### config.mk
export PLATFORM = sky130hd
export DESIGN_NAME = matrix_operand_loader_flat
export DESIGN_NICKNAME = d
export VERILOG_FILES = /design/src/rtl/matrix_operand_loader_pkg.sv /design/src/rtl/matrix_operand_loader_if.sv /design/src/rtl/matrix_operand_loader_stager.sv /design/src/rtl/matrix_operand_loader.sv /design/src/flat_wrapper.sv
export SDC_FILE = /design/constraint.sdc
export NUM_CORES = 1
export LEC_CHECK = 0
export ABC_CLOCK_PERIOD_IN_PS = 3400
export CELL_PAD_IN_SITES_DETAIL_PLACEMENT = 1
export CELL_PAD_IN_SITES_GLOBAL_PLACEMENT = 1
export CORE_MARGIN = 2
export CORE_UTILIZATION = 42
export CTS_BUF_LIST = sky130_fd_sc_hd__clkbuf_16
export DETAILED_ROUTE_END_ITERATION = 6
export GPL_TIMING_DRIVEN = 0
export PLACE_DENSITY_LB_ADDON = 0.1
export SETUP_SLACK_MARGIN = 0.05
export SLEW_MARGIN = 20
export SYNTH_ARGS = -nofsm -noshare
export SYNTH_HDL_FRONTEND = slang
export SYNTH_SLANG_ARGS = --single-unit
### constraint.sdc
create_clock -name clk -period 3.4 [get_ports clk]
set_input_delay 0.34 -clock clk [delete_from_list [all_inputs] [get_ports clk]]
set_output_delay 0.34 -clock clk [all_outputs]
set_load 0.03 [all_outputs]
### src/rtl/matrix_operand_loader_pkg.sv
// Shared types and constants for the matrix operand loader: controller states,
// frame geometry and the element-to-operand index map.
package matrix_operand_loader_pkg;

    localparam int unsigned NUM_ELEM = 8;
    localparam int unsigned IDX_W    = 3;

    localparam logic [IDX_W-1:0] IdxA00 = 3'd0;
    localparam logic [IDX_W-1:0] IdxA01 = 3'd1;
    localparam logic [IDX_W-1:0] IdxA10 = 3'd2;
    localparam logic [IDX_W-1:0] IdxA11 = 3'd3;
    localparam logic [IDX_W-1:0] IdxB00 = 3'd4;
    localparam logic [IDX_W-1:0] IdxB01 = 3'd5;
    localparam logic [IDX_W-1:0] IdxB10 = 3'd6;
    localparam logic [IDX_W-1:0] IdxB11 = 3'd7;

    typedef enum logic [1:0] {
        StIdle,
        StLaunch,
        StWaitDone,
        StRelease
    } ctrl_state_e;

endpackage

### src/rtl/matrix_operand_loader_if.sv
// Valid/ready operand stream feeding the loader; master is the producer.
interface matrix_operand_loader_if #(
    parameter int unsigned DATA_W = 16
);
    logic              in_valid;
    logic              in_ready;
    logic [DATA_W-1:0] in_data;
    logic              in_last;

    modport master (output in_valid, output in_data, output in_last, input in_ready);
    modport slave  (input in_valid, input in_data, input in_last, output in_ready);
endinterface

### src/rtl/matrix_operand_loader_stager.sv
// Staging bank: collects one eight-element frame, checks its length and raises
// pend once a well-formed frame is complete.
module matrix_operand_loader_stager
    import matrix_operand_loader_pkg::*;
#(
    parameter int unsigned DATA_W = 16
) (
    input  logic                             clk,
    input  logic                             rst,
    input  logic                             accept_i,
    input  logic [DATA_W-1:0]                data_i,
    input  logic                             last_i,
    input  logic                             launch_i,
    output logic                             pend_o,
    output logic                             len_err_o,
    output logic [NUM_ELEM-1:0][DATA_W-1:0]  stage_o
);

    logic [IDX_W-1:0]                idx_q;
    logic                            pend_q;
    logic [NUM_ELEM-1:0][DATA_W-1:0] stage_q;

    // A frame is well formed only when in_last lands exactly on the eighth beat.
    assign len_err_o = accept_i && (last_i != (idx_q == IdxB11));
    assign pend_o    = pend_q;
    assign stage_o   = stage_q;

    always_ff @(posedge clk) begin
        if (rst) begin
            idx_q   <= '0;
            pend_q  <= 1'b0;
            stage_q <= '0;
        end else begin
            if (launch_i) begin
                pend_q <= 1'b0;
            end
            if (accept_i) begin
                stage_q[idx_q] <= data_i;
                if (idx_q == IdxB11) begin
                    idx_q <= '0;
                    if (last_i) begin
                        pend_q <= 1'b1;
                    end
                end else if (last_i) begin
                    idx_q <= '0;
                end else begin
                    idx_q <= idx_q + IDX_W'(1);
                end
            end
        end
    end

endmodule

### src/rtl/matrix_operand_loader.sv
// Operand loader for the 2x2 matrix multiplier: launches staged frames, holds
// operands stable across the start/done handshake and tracks errors and completions.
module matrix_operand_loader
    import matrix_operand_loader_pkg::*;
#(
    parameter int unsigned DATA_W         = 16,
    parameter int unsigned TIMEOUT_CYCLES = 64,
    parameter int unsigned CNT_W          = 16
) (
    input  logic                 clk,
    input  logic                 rst,
    matrix_operand_loader_if.slave in_if,
    output logic [DATA_W-1:0]    a00,
    output logic [DATA_W-1:0]    a01,
    output logic [DATA_W-1:0]    a10,
    output logic [DATA_W-1:0]    a11,
    output logic [DATA_W-1:0]    b00,
    output logic [DATA_W-1:0]    b01,
    output logic [DATA_W-1:0]    b10,
    output logic [DATA_W-1:0]    b11,
    output logic                 mm_start,
    input  logic                 mm_done,
    input  logic                 mm_busy,
    output logic                 loader_busy,
    output logic                 err_len,
    output logic                 err_timeout,
    input  logic                 clear_err,
    output logic [CNT_W-1:0]     frames_done
);

    localparam int unsigned     TmoW    = (TIMEOUT_CYCLES > 1) ? $clog2(TIMEOUT_CYCLES) : 1;
    localparam logic [TmoW-1:0] TmoLast = TmoW'(TIMEOUT_CYCLES - 1);

    ctrl_state_e                     state_q;
    logic                            start_q;
    logic [NUM_ELEM-1:0][DATA_W-1:0] ops_q;
    logic [NUM_ELEM-1:0][DATA_W-1:0] stage;
    logic [TmoW-1:0]                 tmo_q;
    logic [CNT_W-1:0]                done_cnt_q;
    logic                            err_len_q;
    logic                            err_tmo_q;
    logic                            pend;
    logic                            len_err;
    logic                            accept;
    logic                            launch;
    logic                            tmo_hit;
    logic                            unused_mm_busy;

    // Sequencing relies solely on start/done.
    assign unused_mm_busy = mm_busy;

    assign in_if.in_ready = !pend && !rst;
    assign accept         = in_if.in_valid && in_if.in_ready;
    assign launch         = (state_q == StIdle) && pend;
    assign tmo_hit        = (state_q == StWaitDone) && !mm_done && (tmo_q == TmoLast);

    matrix_operand_loader_stager #(
        .DATA_W (DATA_W)
    ) u_stager (
        .clk       (clk),
        .rst       (rst),
        .accept_i  (accept),
        .data_i    (in_if.in_data),
        .last_i    (in_if.in_last),
        .launch_i  (launch),
        .pend_o    (pend),
        .len_err_o (len_err),
        .stage_o   (stage)
    );

    always_ff @(posedge clk) begin
        if (rst) begin
            state_q    <= StIdle;
            start_q    <= 1'b0;
            ops_q      <= '0;
            tmo_q      <= '0;
            done_cnt_q <= '0;
            err_len_q  <= 1'b0;
            err_tmo_q  <= 1'b0;
        end else begin
            case (state_q)
                StIdle: begin
                    if (pend) begin
                        state_q <= StLaunch;
                        ops_q   <= stage;
                        start_q <= 1'b1;
                    end
                end
                StLaunch: begin
                    state_q <= StWaitDone;
                    tmo_q   <= '0;
                end
                StWaitDone: begin
                    if (mm_done) begin
                        state_q    <= StRelease;
                        start_q    <= 1'b0;
                        done_cnt_q <= done_cnt_q + CNT_W'(1);
                    end else if (tmo_hit) begin
                        state_q <= StRelease;
                        start_q <= 1'b0;
                    end else begin
                        tmo_q <= tmo_q + TmoW'(1);
                    end
                end
                StRelease: begin
                    state_q <= StIdle;
                end
                default: begin
                    state_q <= StIdle;
                    start_q <= 1'b0;
                end
            endcase

            if (clear_err) begin
                err_len_q <= 1'b0;
                err_tmo_q <= 1'b0;
            end else begin
                if (len_err) begin
                    err_len_q <= 1'b1;
                end
                if (tmo_hit) begin
                    err_tmo_q <= 1'b1;
                end
            end
        end
    end

    assign a00         = ops_q[IdxA00];
    assign a01         = ops_q[IdxA01];
    assign a10         = ops_q[IdxA10];
    assign a11         = ops_q[IdxA11];
    assign b00         = ops_q[IdxB00];
    assign b01         = ops_q[IdxB01];
    assign b10         = ops_q[IdxB10];
    assign b11         = ops_q[IdxB11];
    assign mm_start    = start_q;
    assign loader_busy = pend || (state_q != StIdle);
    assign err_len     = err_len_q;
    assign err_timeout = err_tmo_q;
    assign frames_done = done_cnt_q;

endmodule

### src/flat_wrapper.sv
// flat-port wrapper written by rule: the top's interface ports become plain ports
module matrix_operand_loader_flat import matrix_operand_loader_pkg::*;
#(
    parameter int unsigned DATA_W         = 16,
    parameter int unsigned TIMEOUT_CYCLES = 64,
    parameter int unsigned CNT_W          = 16
)
  (clk, rst, a00, a01, a10, a11, b00, b01, b10, b11, mm_start, mm_done, mm_busy, loader_busy, err_len, err_timeout, clear_err, frames_done, in_if_in_valid, in_if_in_data, in_if_in_last, in_if_in_ready);
  matrix_operand_loader_if #(.DATA_W(DATA_W)) in_if_i ();
  input  logic clk;
  input  logic rst;
  output logic [DATA_W-1:0] a00;
  output logic [DATA_W-1:0] a01;
  output logic [DATA_W-1:0] a10;
  output logic [DATA_W-1:0] a11;
  output logic [DATA_W-1:0] b00;
  output logic [DATA_W-1:0] b01;
  output logic [DATA_W-1:0] b10;
  output logic [DATA_W-1:0] b11;
  output logic mm_start;
  input  logic mm_done;
  input  logic mm_busy;
  output logic loader_busy;
  output logic err_len;
  output logic err_timeout;
  input  logic clear_err;
  output logic [CNT_W-1:0] frames_done;
  input wire logic [$bits(in_if_i.in_valid)-1:0] in_if_in_valid;
  input wire logic [$bits(in_if_i.in_data)-1:0] in_if_in_data;
  input wire logic [$bits(in_if_i.in_last)-1:0] in_if_in_last;
  output wire logic [$bits(in_if_i.in_ready)-1:0] in_if_in_ready;
  assign in_if_i.in_valid = in_if_in_valid;
  assign in_if_i.in_data = in_if_in_data;
  assign in_if_i.in_last = in_if_in_last;
  assign in_if_in_ready = in_if_i.in_ready;
  matrix_operand_loader #(.DATA_W(DATA_W), .TIMEOUT_CYCLES(TIMEOUT_CYCLES), .CNT_W(CNT_W)) u_core (.clk(clk), .rst(rst), .in_if(in_if_i), .a00(a00), .a01(a01), .a10(a10), .a11(a11), .b00(b00), .b01(b01), .b10(b10), .b11(b11), .mm_start(mm_start), .mm_done(mm_done), .mm_busy(mm_busy), .loader_busy(loader_busy), .err_len(err_len), .err_timeout(err_timeout), .clear_err(clear_err), .frames_done(frames_done));
endmodule
==> results of run 1 <==
==> placed cells by master, fill, tap and decap left out, drive strengths merged, types with 2 or more instances in the layout <==
master / count
o21ai: 7
nor2: 18
o31ai: 2
clkinv: 9
dfxtp: 287
and3: 10
inv: 11
nor2b: 3
a21oi: 270
o21a: 2
nor3b: 2
ha: 7
nand3: 15
o211ai: 3
clkdlybuf4s50: 153
nand2: 534
bufinv: 7
or3: 4
and2: 4
and4: 3
nor3: 3
or4: 2
xor2: 12
nand2b: 3
buf: 54
clkbuf: 82
nand4: 4
a31oi: 2
==> power groups by stage <==
stage	Clock (mW)	Combinational, mW	Sequential, mW
3_5_place_dp	0	0.264	3.47
2_1_floorplan	0	0.151	3.46
5_1_grt	3.72	0.286	3.39
6_report	3.52	0.264	3.39
3_3_place_gp	0	0.260	3.47
4_1_cts	3.58	0.265	3.39
==> state kept, by name (all words and copies together), names as in the netlist <==
signal,flops
u_core.b11,16
u_core.state_q,2
u_core.u_stager.stage_o,128
u_core.mm_start,1
u_core.err_timeout,1
u_core.u_stager.pend_o,1
u_core.b01,16
u_core.tmo_q,6
u_core.a10,16
u_core.u_stager.idx_q,3
u_core.frames_done,16
u_core.b00,16
u_core.a01,16
u_core.b10,16
u_core.a00,16
u_core.a11,16
u_core.err_len,1
==> routing by layer <==
| metal | GRT usage, % | part of all wire, % | vias to the layer above |
|---|---|---|---|
| met1 | 32.6 | 44 | 4582 |
| li1 | - | - | 4638 |
| met3 | 3.49 | 5.3 | 48 |
| met5 | 0 | 0 | - |
| met2 | 42.6 | 48 | 197 |
| met4 | 6.45 | 2.1 | 0 |
==> worst max-delay path, cell delays in order (launching register included) <==
cell and delay, ps:
dfxtp_1 360, inv_1 80, ha_1 250, nand2b_1 210, clkdlybuf4s50_1 720
==> cell type report <==
| type | count | share of cell area (%) |
|---|---|---|
| buffer | 105 | 3.93 |
| clock buffer | 31 | 5.78 |
| clock inverter | 24 | 2.12 |
| inverter | 4 | 0.112 |
| multi-input combinational | 918 | 30.8 |
| sequential | 287 | 42.8 |
| tap | 324 | 3.02 |
| timing repair buffer | 153 | 11.4 |
==> final timing paths <==
check,slack [ps],end,cells after the start
setup reg to reg,1070,u_core.a01[3]$_SDFFE_PP0P_,7
hold reg to reg,450,u_core.b01[15]$_SDFFE_PP0P_,2
hold / removal,150,u_core.u_stager.stage_o[47]$_SDFFE_PP0P_,3
setup / recovery,910,loader_busy,4
==> cell families after synthesis <==
group,after synthesis,synth area share (%)
AOI/OAI and AO/OA,289,14.2
xor gates and xnor gates,13,1.09
adders and majority gates,7,0.840
buffers and inverters,109,5.21
DFF,287,55.1
muxes,1,0.108
and+or+nand+nor,608,23.4
==> through the flow <==
| stage | area (sq um) | utilization [%] | worst slack, ps | hold WS [ps] |
|---|---|---|---|---|
| 2_1_floorplan | 10400 | - | 1710 | 417 |
| 3_3_place_gp | 12400 | 50.8 | 1130 | 440 |
| 3_5_place_dp | 12400 | 50.8 | 1100 | 448 |
| 4_1_cts | 13400 | 55.2 | 879 | 134 |
| 5_1_grt | 13400 | 55.2 | 788 | 156 |
| 6_report | 13400 | 55.2 | 905 | 147 |
==> impl_metrics.csv, run 1 <==
group,metric,value,unit
finish,nFillCells,2958,
finish,finalNetCount,1530,
synth,yosysTopAreaCell,"dfxtp_1",
sta,slew_violations,0,
setup_path,crit_arrival,2150,ps
floorplanning,die_x,162,um
floorplanning,dieArea,26100,sq um
sta,fmax,401,MHz
global_routing,grt_util_all_layers,24.7,%
sta,fin_worst_skew,11.3,ps
power,p_comb_share,3.7,%
cts,clkTransAtPathRegs,60,ps
finish,regArea,5750,sq um
power,power_density,535,nW/um^2
synth,yosys-top-cells-area,"dfxtp_1 55%, nand2_1 19%, a21oi_1 13%",
floorplanning,pin_count,172,
finish,antenna_cells,0,
routing,vias,9465,
global_routing,grt_pass1_vias,9537,
sta,rsz0062_at_grt,"no",
global_routing,grt_max_degree,15,
cts,clock_sinks,287,
synth,synth_edf_count,0,
sta,finalSetupTns,0,ps
placed_design,portBuffers,153,
synth,seq_area_frac_synth,55.1,%
finish,multi_input_area,4130,sq um
synth,yosysUniqueCellTypes,38,
power,p_int,5.61,mW
global_routing,antenna_found_initial,0,
finish,drive_gt1_share,6.83,%
sta,setup_violations,0,
setup_path,worstSetupEndpointType,"output pin",
synth,synth_ff_type,"dfxtp_1",
synth,synth_common_cells,"533 x nand2_1, 287 x dfxtp_1, 270 x a21oi_1",
floorplanning,dieHeight,162,um
floorplanning,rows,57,
sta,slew_headroom,33.8,%
routing,dr.first_iter.drc_count,507,
routing,drt-pass1-iter-count,4,
synth,async_flop_share,0,%
routing,drt-total-wl,32700,um
synth,synthesis.instances,1314,
outcome,status,"finished, final reports clean",
worst_hold_path,hold_class,"input pin to flop",
synth,synth_nets,1344,
setup_path,start_kind,"flop",
cts,h-tree-depth,1,
global_routing,grt_overflow_total,0,
synth,synth_area,10400,sq um
routing,viasPerCell,5.13,
cts,cts_hold_buf,0,
cts,postCtsSetupBuffers,0,
routing,detail-route-antenna-nets,0,
cts,clk_path_buf_depth,3,
synth,synth_top_area_share,55.1,%
sta,tightest_slew,993,ps
power,vdd.ir_drop.worst,0.000260,V
power,p_clk_share,49.1,%
routing,drcViolationCount,0,
sta,timing.final.hold_violations,0,
synth,synth.most_common_cell,"nand2_1",
synth,synth_area_per_cell,7.93,sq um
finish,syn_to_final_growth,28.8,%
placed_design,gp_congestion,0.803,
sta,fin_crit_sh,73.4,%
synth,yosysWarnings,0,
setup_path,reg2reg_from,"u_core.state_q[0]$_SDFFE_PP0P_",
power,leakage,4.54,nW
setup_path,crit_fanout,5,
power,switchingPower,1.57,mW
worst_hold_path,min_from,"in_if_in_data[15]",
placed_design,dp.cells,1791,
routing,wl_per_cell,17.7,um
global_routing,grt_pass1_wl,51100,um
cts,cts_buffers,31,
placed_design,place_hpwl,21900,um
setup_path,path_class,"flop to output pin",
sta,post-route-min-period,2490,ps
floorplanning,start_util,42.9,%
cts,worst_skew_pair.late_latency,550,ps
setup_path,cp-startpoint,"u_core.state_q[0]$_SDFFE_PP0P_",
finish,fin_cells,1846,
setup_path,worstPathRequired,3060,ps
cts,cts_resized,0,
power,report.power.total,7.18,mW
cts,cts_tree,"yes",
synth,ys_seq_elements,287,
flow_run,drv_cap,0,
power,swShare,21.8,%
cts,cts_root_buf,"clkbuf_16",
floorplanning,core_area,24300,sq um
power,seqPwrFrac,47.2,%
Note: power is estimated with default switching activity, not from simulation.
==> run 2, diff against run 1 <==
--- a/config.mk
+++ b/config.mk
@@ -5,11 +5,11 @@
 export SDC_FILE = /design/constraint.sdc
 export NUM_CORES = 1
 export LEC_CHECK = 0
-export ABC_CLOCK_PERIOD_IN_PS = 3400
+export ABC_CLOCK_PERIOD_IN_PS = 2000
 export CELL_PAD_IN_SITES_DETAIL_PLACEMENT = 1
 export CELL_PAD_IN_SITES_GLOBAL_PLACEMENT = 1
 export CORE_MARGIN = 2
-export CORE_UTILIZATION = 42
+export CORE_UTILIZATION = 35
 export CTS_BUF_LIST = sky130_fd_sc_hd__clkbuf_16
 export DETAILED_ROUTE_END_ITERATION = 6
 export GPL_TIMING_DRIVEN = 0
==> constraint.sdc (replaced) <==
create_clock -name clk -period 2 [get_ports clk]
set_input_delay 0.2 -clock clk [delete_from_list [all_inputs] [get_ports clk]]
set_output_delay 0.2 -clock clk [all_outputs]
set_load 0.03 [all_outputs]
==> impl_metrics.csv, run 2 (synthesis gave the netlist of run 1 again) <==
group,metric,value,unit
worst_hold_path,hold_class,"input pin to flop",
sta,slew_violations,0,
finish,antenna_cells,0,
sta,setup_violations,0,
power,vdd.ir_drop.worst,0.000621,V
routing,detail-route-antenna-nets,0,
setup_path,ff2ff_setup_slack,180,ps
sta,fmax,528,MHz
routing,vias,9280,
floorplanning,core_area,29500,sq um
floorplanning,die_x,177,um
finish,syn_to_final_growth,29.1,%
setup_path,crit_arrival,1690,ps
cts,clock_sinks,287,
finish,layout_commonest_cell,"nand2_1",
floorplanning,rows,63,
placed_design,gp_congestion,0.775,
finish,drive_gt1_share,8.00,%
sta,fin_crit_sh,94.6,%
global_routing,grt_overflow_total,0,
power,leakage,4.55,nW
routing,dr.first_iter.drc_count,432,
routing,drt-total-wl,33500,um
outcome,status,"finished, final reports clean",
routing,wl_per_cell,17.5,um
sta,post-route-min-period,1890,ps
floorplanning,pin_count,172,
routing,wl_met1,15300,um
finish,final_cell_area,13500,sq um
sta,fin_worst_skew,25.1,ps
setup_path,path_class,"flop to output pin",
routing,routed-wl-met3,1540,um
global_routing,antenna_found_initial,1,
cts,clkTransAtPathRegs,60,ps
routing,viasPerCell,4.85,
global_routing,grt_util_all_layers,21.4,%
global_routing,grt_pass1_wl,52100,um
worst_hold_path,hold_depth,3,
finish,finalNetCount,1533,
setup_path,crit_fanout,5,
cts,cts_buffers,31,
global_routing,grt_max_degree,16,
setup_path,reg2reg_from,"u_core.state_q[1]$_SDFFE_PP0P_",
sta,slew_headroom,32.4,%
floorplanning,dieArea,31200,sq um
floorplanning,dieHeight,177,um
setup_path,worstSetupEndpointType,"output pin",
cts,cts_root_buf,"clkbuf_16",
routing,wl_met2,15900,um
power,power_density,869,nW/um^2
floorplanning,start_util,35.4,%
setup_path,rr_endpoint,"u_core.b00[10]$_SDFFE_PP0P_",
sta,timing.final.hold_violations,0,
global_routing,grt_pass1_vias,9490,
routing,highest_layer,"met5",
flow_run,drv_cap,0,
cts,clk_path_buf_depth,3,
routing,drt-pass1-iter-count,6,
placed_design,place_hpwl,23300,um
sta,tightest_slew,1010,ps
finish,largest_reg_flops,128,
routing,drcViolationCount,0,
sta,rsz0062_at_grt,"yes",
placed_design,placed_area,12400,sq um
worst_hold_path,hold_end,"u_core.u_stager.stage_o[32]$_SDFFE_PP0P_",
setup_path,start_kind,"flop",
placed_design,portBuffers,153,
setup_path,worstPathRequired,1800,ps
cts,worst_skew_pair.late_latency,560,ps
setup_path,rr_worst_depth,7,
finish,layout_common_cells,"532 x nand2_1, 287 x dfxtp_1, 270 x a21oi_1",
sta,worst_hold_slack,46.6,ps
cts,cts_tree,"yes",
worst_hold_path,min_from,"in_if_in_data[0]",
cts,h-tree-depth,1,
finish,nFillCells,3613,
## run 2: cell types whose count changed in the layout (fill, tap and decap cells not counted), moves of 2 or more
| cell | previous run | this run |
|---|---|---|
| dlygate4sd2_1 | 0 | 2 |
| clkbuf_2 | 2 | 15 |
| buf_4 | 8 | 11 |
| clkinv_1 | 4 | 9 |
| clkbuf_1 | 49 | 34 |
| clkdlybuf4s50_1 | 153 | 150 |
| bufinv_16 | 7 | 3 |
## run 2: repair_timing
action,4_1_cts,5_1_grt
resized for setup,17,19
endpoints found under the hold margin,5,0
buffers inserted,0,2
pin swaps,0,1
setup endpoints to repair,123,132
hold buffers,1,0
## run 2: routing by layer
metal  track usage [%]  vias to the layer above
met4              4.41                        2
met1              28.1                     4444
met3              3.32                       41
li1                  -                     4637
met5                 0                        -
met2              37.2                      156
## run 2: report_power, final
part           internal, mW  switching, mW  total, mW
clock                  3.16           2.29       5.45
combinational         0.117          0.357      0.474
sequential             5.75         0.0208       5.77
## run 2: layout make-up
| cell class | instances | area (sq um) | area share, % |
|---|---|---|---|
| inverters | 4 | 15.0 | 0.112 |
| repair buffers | 156 | 1560 | 11.6 |
| well taps | 390 | 488 | 3.63 |
| clock inverters | 24 | 179 | 1.33 |
| flip-flops and latches | 287 | 5750 | 42.7 |
| multi-input cells | 918 | 4150 | 30.8 |
| plain buffers | 105 | 552 | 4.10 |
| clock buffers | 31 | 776 | 5.76 |
## run 2: stage by stage
stage | TNS (ps) | total power [mW] | setup slack [ps] | util [%] | instances
floorplan | 0 | 6.15 | 313 | - | 1314
global placement | -27730 | 6.35 | -272 | 42.2 | 1857
detailed placement | -34840 | 6.36 | -343 | 42.2 | 1857
CTS | 0 | 11.8 | 15.3 | 45.5 | 1913
global route | 0 | 12.1 | 34.7 | 45.7 | 1915
finish | 0 | 11.7 | 107 | 45.7 | 1915
## run 2: worst max-delay path, stage by stage (launching register included)
cell,delay (ps)
dfxtp_1,360
inv_1,80
ha_2,230
nand2b_2,160
clkdlybuf4s15_2,320
## run 2: worst max-delay path by stage
stage | start | end | slack [ps] | depth (start not counted)
floorplan | u_core.frames_done[2]$_SDFFE_PP0P_ | u_core.frames_done[15]$_SDFFE_PP0P_ | 310 | 5
CTS | u_core.state_q[0]$_SDFFE_PP0P_ | loader_busy | 20 | 4
detailed placement | u_core.state_q[0]$_SDFFE_PP0P_ | u_core.b00[10]$_SDFFE_PP0P_ | -340 | 7
global placement | u_core.state_q[0]$_SDFFE_PP0P_ | u_core.b00[9]$_SDFFE_PP0P_ | -270 | 7
global route | u_core.state_q[0]$_SDFFE_PP0P_ | loader_busy | 30 | 4
finish | u_core.state_q[0]$_SDFFE_PP0P_ | loader_busy | 110 | 4
